===== src/rtl/dbg_pkg.sv =====
// Shared definitions for the debug read port: FSM state encoding, data width
// and the timeout constants used when DBG_READ_TIMEOUT_EN is defined.
package dbg_pkg;

  localparam int DATA_W = 32;

  typedef enum logic [2:0] {
    ST_IDLE   = 3'd0,
    ST_RD_REG = 3'd1,
    ST_RD_MEM = 3'd2,
    ST_CAP    = 3'd3,
    ST_RESP   = 3'd4
  } dbg_state_e;

  // Substitute read data returned when the CPU never grants the memory port.
  localparam logic [DATA_W-1:0] DBG_TIMEOUT_DATA  = 32'hDEAD_BEEF;
  // Number of ungranted RD_MEM cycles after which the read is abandoned.
  localparam logic [7:0]        DBG_TIMEOUT_LIMIT = 8'd255;

endpackage


===== src/rtl/dbg_wait_timer.sv =====
// Wait-cycle counter for the memory read path. Counts cycles with count=1,
// restarts from zero on clear, and flags expiry combinationally in the cycle
// that would bring the count to DBG_TIMEOUT_LIMIT, so the owner can react on
// the same clock edge. Only instantiated when DBG_READ_TIMEOUT_EN is defined.
module dbg_wait_timer
  import dbg_pkg::*;
(
  input  logic clk,
  input  logic rst_n,
  input  logic clear,
  input  logic count,
  output logic expired
);

  logic [7:0] cnt;

  // Wait-cycle counter: cleared outside the wait state, advanced per stalled cycle.
  always_ff @(posedge clk or negedge rst_n) begin
    if (!rst_n) begin
      cnt <= 8'd0;
    end else if (clear) begin
      cnt <= 8'd0;
    end else if (count) begin
      cnt <= cnt + 8'd1;
    end
  end

  assign expired = count && (cnt == (DBG_TIMEOUT_LIMIT - 8'd1));

endmodule


===== src/rtl/dbg_read_port.sv =====
// Debug read port: accepts one read request at a time from a display/debug
// initiator, reads either the CPU register file or a data-memory word, and
// returns the data through a valid/ready response channel.
// Optional feature: define DBG_READ_TIMEOUT_EN to abandon memory reads that
// are never granted (returns DBG_TIMEOUT_DATA and raises the sticky err flag).
// Without it, memory reads wait for the grant indefinitely and err is 0.
module dbg_read_port
  import dbg_pkg::*;
(
  input  logic              clk,
  input  logic              rst_n,
  // request side
  input  logic              req_valid,
  input  logic              req_is_mem,
  input  logic [5:0]        req_addr,
  output logic              req_ready,
  // response side
  output logic              resp_valid,
  output logic [DATA_W-1:0] resp_data,
  input  logic              resp_ready,
  output logic              err,
  output logic [15:0]       resp_cnt,
  // CPU register file
  output logic              rf_re,
  output logic [4:0]        rf_ra,
  input  logic [DATA_W-1:0] rf_rd,
  // CPU data memory
  output logic              mem_re,
  output logic [5:0]        mem_ra,
  input  logic              mem_gnt,
  input  logic [DATA_W-1:0] mem_rd
);

  dbg_state_e  state;
  logic        is_mem_q;
  logic [5:0]  addr_q;
  logic        rdy_q;
  logic [15:0] resp_cnt_q;
  logic        accept;
  logic        resp_hs;
  logic        tmo;

  assign accept  = req_valid & rdy_q;
  assign resp_hs = resp_valid & resp_ready;

  // Addresses come straight from the latched request; only the read enables
  // qualify them, so they need no separate per-state registers.
  assign rf_ra     = addr_q[4:0];
  assign mem_ra    = addr_q;
  assign req_ready = rdy_q;
  assign resp_cnt  = resp_cnt_q;

`ifdef DBG_READ_TIMEOUT_EN
  logic err_q;

  dbg_wait_timer u_wait_timer (
    .clk     (clk),
    .rst_n   (rst_n),
    .clear   (state != ST_RD_MEM),
    .count   ((state == ST_RD_MEM) && !mem_gnt),
    .expired (tmo)
  );

  // Sticky timeout flag: set when a memory read is abandoned, cleared by the next accept.
  always_ff @(posedge clk or negedge rst_n) begin
    if (!rst_n) begin
      err_q <= 1'b0;
    end else if (accept) begin
      err_q <= 1'b0;
    end else if ((state == ST_RD_MEM) && tmo) begin
      err_q <= 1'b1;
    end
  end

  assign err = err_q;
`else
  assign tmo = 1'b0;
  assign err = 1'b0;
`endif

  // Request/response FSM with registered outputs; req_ready is low during
  // reset and rises on the first clock edge after release.
  always_ff @(posedge clk or negedge rst_n) begin
    if (!rst_n) begin
      state      <= ST_IDLE;
      is_mem_q   <= 1'b0;
      addr_q     <= 6'd0;
      rdy_q      <= 1'b0;
      rf_re      <= 1'b0;
      mem_re     <= 1'b0;
      resp_valid <= 1'b0;
      resp_data  <= '0;
    end else begin
      case (state)
        ST_IDLE: begin
          rdy_q <= 1'b1;
          if (accept) begin
            rdy_q    <= 1'b0;
            is_mem_q <= req_is_mem;
            addr_q   <= req_addr;
            if (req_is_mem) begin
              mem_re <= 1'b1;
              state  <= ST_RD_MEM;
            end else begin
              rf_re <= 1'b1;
              state <= ST_RD_REG;
            end
          end
        end
        ST_RD_REG: begin
          rf_re <= 1'b0;
          state <= ST_CAP;
        end
        ST_RD_MEM: begin
          if (mem_gnt) begin
            mem_re <= 1'b0;
            state  <= ST_CAP;
          end else if (tmo) begin
            mem_re     <= 1'b0;
            resp_data  <= DBG_TIMEOUT_DATA;
            resp_valid <= 1'b1;
            state      <= ST_RESP;
          end
        end
        ST_CAP: begin
          resp_data  <= is_mem_q ? mem_rd : rf_rd;
          resp_valid <= 1'b1;
          state      <= ST_RESP;
        end
        ST_RESP: begin
          if (resp_ready) begin
            resp_valid <= 1'b0;
            rdy_q      <= 1'b1;
            state      <= ST_IDLE;
          end
        end
        default: begin
          rf_re      <= 1'b0;
          mem_re     <= 1'b0;
          resp_valid <= 1'b0;
          rdy_q      <= 1'b0;
          state      <= ST_IDLE;
        end
      endcase
    end
  end

  // Completed-response counter; free-running 16-bit wrap.
  always_ff @(posedge clk or negedge rst_n) begin
    if (!rst_n) begin
      resp_cnt_q <= 16'd0;
    end else begin
      resp_cnt_q <= resp_cnt_q + {15'd0, resp_hs};
    end
  end

endmodule

===== config.mk =====
export PLATFORM = sky130hd
export DESIGN_NAME = dbg_read_port
export DESIGN_NICKNAME = d
export VERILOG_FILES = /design/src/rtl/dbg_pkg.sv /design/src/rtl/dbg_wait_timer.sv /design/src/rtl/dbg_read_port.sv
export SDC_FILE = /design/constraint.sdc
export NUM_CORES = 1
export LEC_CHECK = 0
export ABC_AREA = 1
export CAP_MARGIN = 15
export CELL_PAD_IN_SITES_DETAIL_PLACEMENT = 1
export CELL_PAD_IN_SITES_GLOBAL_PLACEMENT = 1
export CORE_MARGIN = 4
export CORE_UTILIZATION = 27
export DETAILED_ROUTE_END_ITERATION = 7
export PLACE_DENSITY_LB_ADDON = 0.05
export REMOVE_ABC_BUFFERS = 1
export SLEW_MARGIN = 5
export SYNTH_ARGS = -nofsm -noshare
export SYNTH_HDL_FRONTEND = slang
export SYNTH_HIERARCHICAL = 1
export SYNTH_SLANG_ARGS = --single-unit

===== constraint.sdc =====
create_clock -name clk -period 1.4 [get_ports clk]
set_input_delay 0.42 -clock clk [delete_from_list [all_inputs] [get_ports clk]]
set_output_delay 0.42 -clock clk [all_outputs]
set_load 0.005 [all_outputs]

* Word level (Yosys, flattened, before mapping)
Cells that the tools add are included.
** Operators by class
- Divide/modulo/power cells :: 0
- Mux-type cells :: 18
- Multiply operators :: 0
- Reduce and logical (&&, ||, !) cells :: 11
- $add $sub $neg :: 1
- Bitwise gates (word level) :: 6
- Shift-type cells :: 0
- Equality and inequality tests :: 9
- Order comparisons :: 0
** Operators with widths (count)
- 32-bit two-way mux :: 1
- 16-bit by 1-bit adder with 16-bit output :: 1
- 3-bit one-hot mux with 5 select lines :: 1
- 3-bit OR reduction :: 4
- 2-bit != test, second input constant :: 5
- 3-bit two-way mux :: 3
- 1-bit one-hot mux with 3 select lines :: 3
- 1-bit two-way mux :: 8
- 3-bit by 2-bit == test with 1-bit output, second input constant :: 2
- 2-bit AND reduction :: 3
- 3-bit AND reduction :: 2
- 1-bit inverter :: 4
- 4-bit AND reduction :: 1
- 3-bit by 1-bit == test with 1-bit output, second input constant :: 1
- 3-bit == test, second input constant :: 1
- 3-bit zero test :: 1
- 1-bit bitwise AND :: 2
- 2-bit two-way mux :: 1
- 1-bit one-hot mux with 2 select lines :: 1
** Word-level totals
- Output and inout bits :: 64
- Memory bits (read-only) :: 0
- Register bits :: 62
- Memories kept :: 0
- Latch bits :: 0
- RAM bits :: 0

* Longest topological paths before layout
- Depth after elaboration :: 4
- Gate-level depth with buffers :: 10
- Depth with buffers taken out :: 10

* Worst setup path before layout
No wires, ideal clock.
- Path kind :: input to register
- Start point :: input port resp_ready
- End point :: register resp_cnt_q[10] (netlist: resp_cnt[10])
- Data arrival time :: 1.342 ns
- Stages on the path :: 9
- Setup slack :: -0.065 ns
- Required time :: 1.277 ns
- Cell sequence :: nand2_1 -> inv_1 -> ha_1 -> ha_1 -> nand3_1 -> inv_1 -> nand2_1 -> o21ai_0 -> nand2_1
** Between the ends
- Longest elaborated chain between the ends :: 2
** Ends and longest elaborated chain
- start: declaration :: line dbg_read_port.sv:20 : input logic resp_ready,
- 1-bit bitwise AND :: line dbg_read_port.sv:44 : assign resp_hs = resp_valid & resp_ready;
- 16-bit by 1-bit adder with 16-bit output :: line dbg_read_port.sv:153 : resp_cnt_q <= resp_cnt_q + {15'd0, resp_hs};
- end signal: assignment :: line dbg_read_port.sv:153
- end: declaration :: line dbg_read_port.sv:38 : logic [15:0] resp_cnt_q;
Every way passes these cells.
A chain may end at the register's enable or synchronous reset.

* Worst setup path in the final report
- Start point :: register resp_cnt_q[0] (netlist: resp_cnt[0])
- End point :: register resp_cnt_q[10] (netlist: resp_cnt[10])
** Between the ends
- Longest elaborated chain between the ends :: 1
** Ends and longest elaborated chain (line)
- 16-bit by 1-bit adder with 16-bit output :: dbg_read_port.sv:153
Every way passes these cells.

==> results.py <==
metrics = {
    "timing": {
        "fin_crit_ns": 1.38,
        "rsz0062_at_grt": "yes",
        "timing.final.crit_share": 0.988,
        "fmax_mhz": 723,
        "fin_skew_ns": 0.00819,
        "finalSetupViolCount": 0,
        "worst_hold_slack_ns": 0.476,
        "report.final.hold_viol_count": 0,
        "maxSlewViolCount": 0,
    },
    "pwr": {
        "power_density_nw_per_um2": 1760,
        "vdd_drop_max_mv": 0.749,
        "power.leakage_nw": 2.29,
    },
    "synthesis": {
        "synth_cells": 349,
        "synth_compound_area_frac": 0.123,
        "muxShareOfSynthArea": 0,
        "synth-xor-area-share": 0.0232,
        "yosys.area_share.simple": 0.257,
        "synth_seq_area_share": 0.513,
        "netlist.area_leader.share": 0.513,
        "yosysUniqueCellTypes": 23,
        "synth_top_area_cell": "dfrtp_1",
        "ys_top_cells_by_area": "dfrtp_1 (51%), nand2_1 (15%), a31oi_2 (7.0%), nor2_1 (6.3%), a31oi_1 (3.1%)",
        "syn_area_per_cell_um2": 8.67,
        "ys_seq_elements": 62,
        "synth_top_family_by_area": "simple AND/OR/NAND/NOR gates",
        "yosys_warnings": 6,
        "synthAdderAreaFrac": 0.0124,
        "synth.cell_area_um2": 3030,
    },
    "finish": {
        "fillers": 1317,
        "multi_input_area_um2": 1370,
        "seqCellArea_um2": 1550,
        "diodes": 0,
        "layout-drive-gt1-share": 0.271,
        "fin_nets": 608,
        "area_growth_pct": 67.8,
        "fin_util": 0.466,
    },
    "route": {
        "vias": 3005,
        "first_pass_iters": 4,
        "wl_per_cell_um": 15.7,
        "via_per_inst": 4.47,
        "drtIter0Drc": 83,
        "ant_nets": 0,
        "wl_um": 10600,
        "drcViolationCount": 0,
    },
    "cts": {
        "clk_transition_reported_paths_ns": 0.07,
        "worstSkewPairLatency_ns": 0.34,
        "numCtsBuffers": 9,
        "root_buffer": "clkbuf_8",
        "cts_max_level": 3,
        "cts_tree": "yes",
        "cts_sinks": 62,
        "clk_path_buf_depth": 2,
    },
    "critical_path": {
        "crit_required_ns": 1.63,
        "cp_max_fo": 3,
        "critPathKind": "reg -> reg",
        "cp.arrival_ns": 1.61,
        "crit_path_end_kind": "flip-flop",
        "start_kind": "flip-flop",
    },
    "global_routing": {
        "track_usage": 0.157,
        "grt_max_degree": 60,
        "grt_pass1_vias": 3224,
        "grt_pass1_wl_um": 16000,
        "grt_remaining_overflow": 0,
        "antenna_found_initial": 0,
    },
    "run_status": {
        "status": "finished, final reports clean",
    },
    "floorplanning": {
        "initial_core_util": 0.278,
        "die_w_um": 114,
        "num_rows": 38,
        "die_h_um": 114,
        "core_um2": 10900,
        "ios": 140,
        "die_area_um2": 13000,
    },
    "hold_path": {
        "hp-class": "reg -> reg",
    },
    "placement": {
        "port_buffers": 138,
        "hpwlAfterDp_um": 7320,
        "place_congestion": 0.790,
    },
    "job": {
        "cap_violations": 0,
    },
}
-- state kept, by name, summed over array words and instances, names as in the netlist --
signal / cells
is_mem_q: 1
resp_data: 32
mem_re: 1
req_ready: 1
mem_ra: 6
resp_valid: 1
resp_cnt: 16
rf_re: 1
state: 3
-- path summary, 6_finish.rpt --
path | cells past startpoint | slack, ns | end | from
setup / recovery | 9 | 0.02 | resp_cnt[10] | resp_cnt[0]
hold / removal | 2 | 0.48 | rf_re | rf_re
setup reg to reg | 9 | 0.02 | resp_cnt[10] | resp_cnt[0]
hold reg to reg | 2 | 0.48 | rf_re | rf_re
max in group asynchronous | 3 | 0.41 | mem_ra[1] | rst_n
min in group asynchronous | 2 | 0.51 | req_ready | rst_n
-- final cells by class --
| cell class | count | share of cell area |
|---|---|---|
| clock buffers | 13 | 0.0333 |
| inverters | 16 | 0.0128 |
| repair buffers | 190 | 0.343 |
| multi-input cells | 250 | 0.270 |
| well taps | 140 | 0.0345 |
| clock inverters | 1 | 0.000986 |
| flip-flops and latches | 62 | 0.306 |
-- synth_stat cells, drive strengths merged --
library cell	number
xnor2	4
o21ai	10
nand3	12
a21oi	3
clkbuf	3
conb	1
nand4	4
dfrtp	62
xor2	4
nor2	52
ha	3
buf	18
inv	16
a31oi	32
nand2	124
nor3	1
-- report_power, final --
group          internal (mW)  total, mW  switching [mW]
Sequential              2.51       2.96           0.450
Combinational           2.30       4.54            2.24
Clock                  0.767       1.44           0.676
Total                   5.57       8.94            3.37
-- worst max-delay path: stages, from the launching register on --
cell,delay (ns)
dfrtp_2,0.45
buf_6,0.13
ha_4,0.16
ha_4,0.16
nand3_4,0.09
inv_4,0.05
nand2_4,0.07
nor2_1,0.04
nand2_1,0.06
nand2_1,0.06
-- layout by cell type, fill, tap and decap left out, types with 3 or more instances in the layout --
master / instances
nand2_1: 120
clkdlybuf4s50_1: 73
dfrtp_1: 61
nor2_1: 47
buf_4: 37
clkbuf_2: 27
clkdlybuf4s15_1: 25
a31oi_2: 17
a31oi_1: 15
clkbuf_8: 12
inv_1: 11
buf_6: 10
nand3_1: 8
o21ai_0: 7
buf_2: 7
buf_12: 6
nand4_1: 4
xnor2_1: 4
xor2_1: 4
inv_2: 3
nor2_4: 3
a21oi_1: 3
ha_4: 3
-- per-layer routing --
layer	vias up	GRT usage	part of all wire
li1	1476	-	-
met1	1432	0.170	0.38
met2	84	0.278	0.53
met3	13	0.0642	0.082
met4	0	0.0499	0.013
met5	-	0	0
-- what timing repair did --
action                                  4_1_cts  5_1_grt
gates resized for setup                     166       48
endpoints found under the setup margin       80       74
hold endpoints to repair                     10        0
buffers inserted                             11        6
pin swaps                                     6       11
hold buffers                                  1        0
gates cloned                                  0        3
-- logic make-up (layout without fill, tap and decap cells) --
group | count (synthesis) | count (layout)
adder cells (fa/ha/maj) | 3 | 3
AND/OR/NAND/NOR | 193 | 193
flip-flops | 62 | 62
XOR/XNOR | 8 | 8
AO/OA/AOI/OAI | 45 | 45
other | 1 | 1
buffers and inverters | 37 | 220
-- stage by stage --
stage | instances | power [mW] | worst slack (ns) | cell area [um^2] | setup TNS (ns)
floorplan | 328 | 4.80 | -0.440 | 2870 | -14.39
global placement | 638 | 7.30 | -0.698 | 4720 | -10.15
detailed placement | 638 | 7.41 | -0.796 | 4720 | -11.34
CTS | 663 | 8.83 | 0.00121 | 5040 | 0
global route | 672 | 9.71 | -0.0490 | 5080 | -0.145
finish | 672 | 8.94 | 0.0161 | 5080 | 0
No activity file was read; power rests on OpenSTA's default activity.
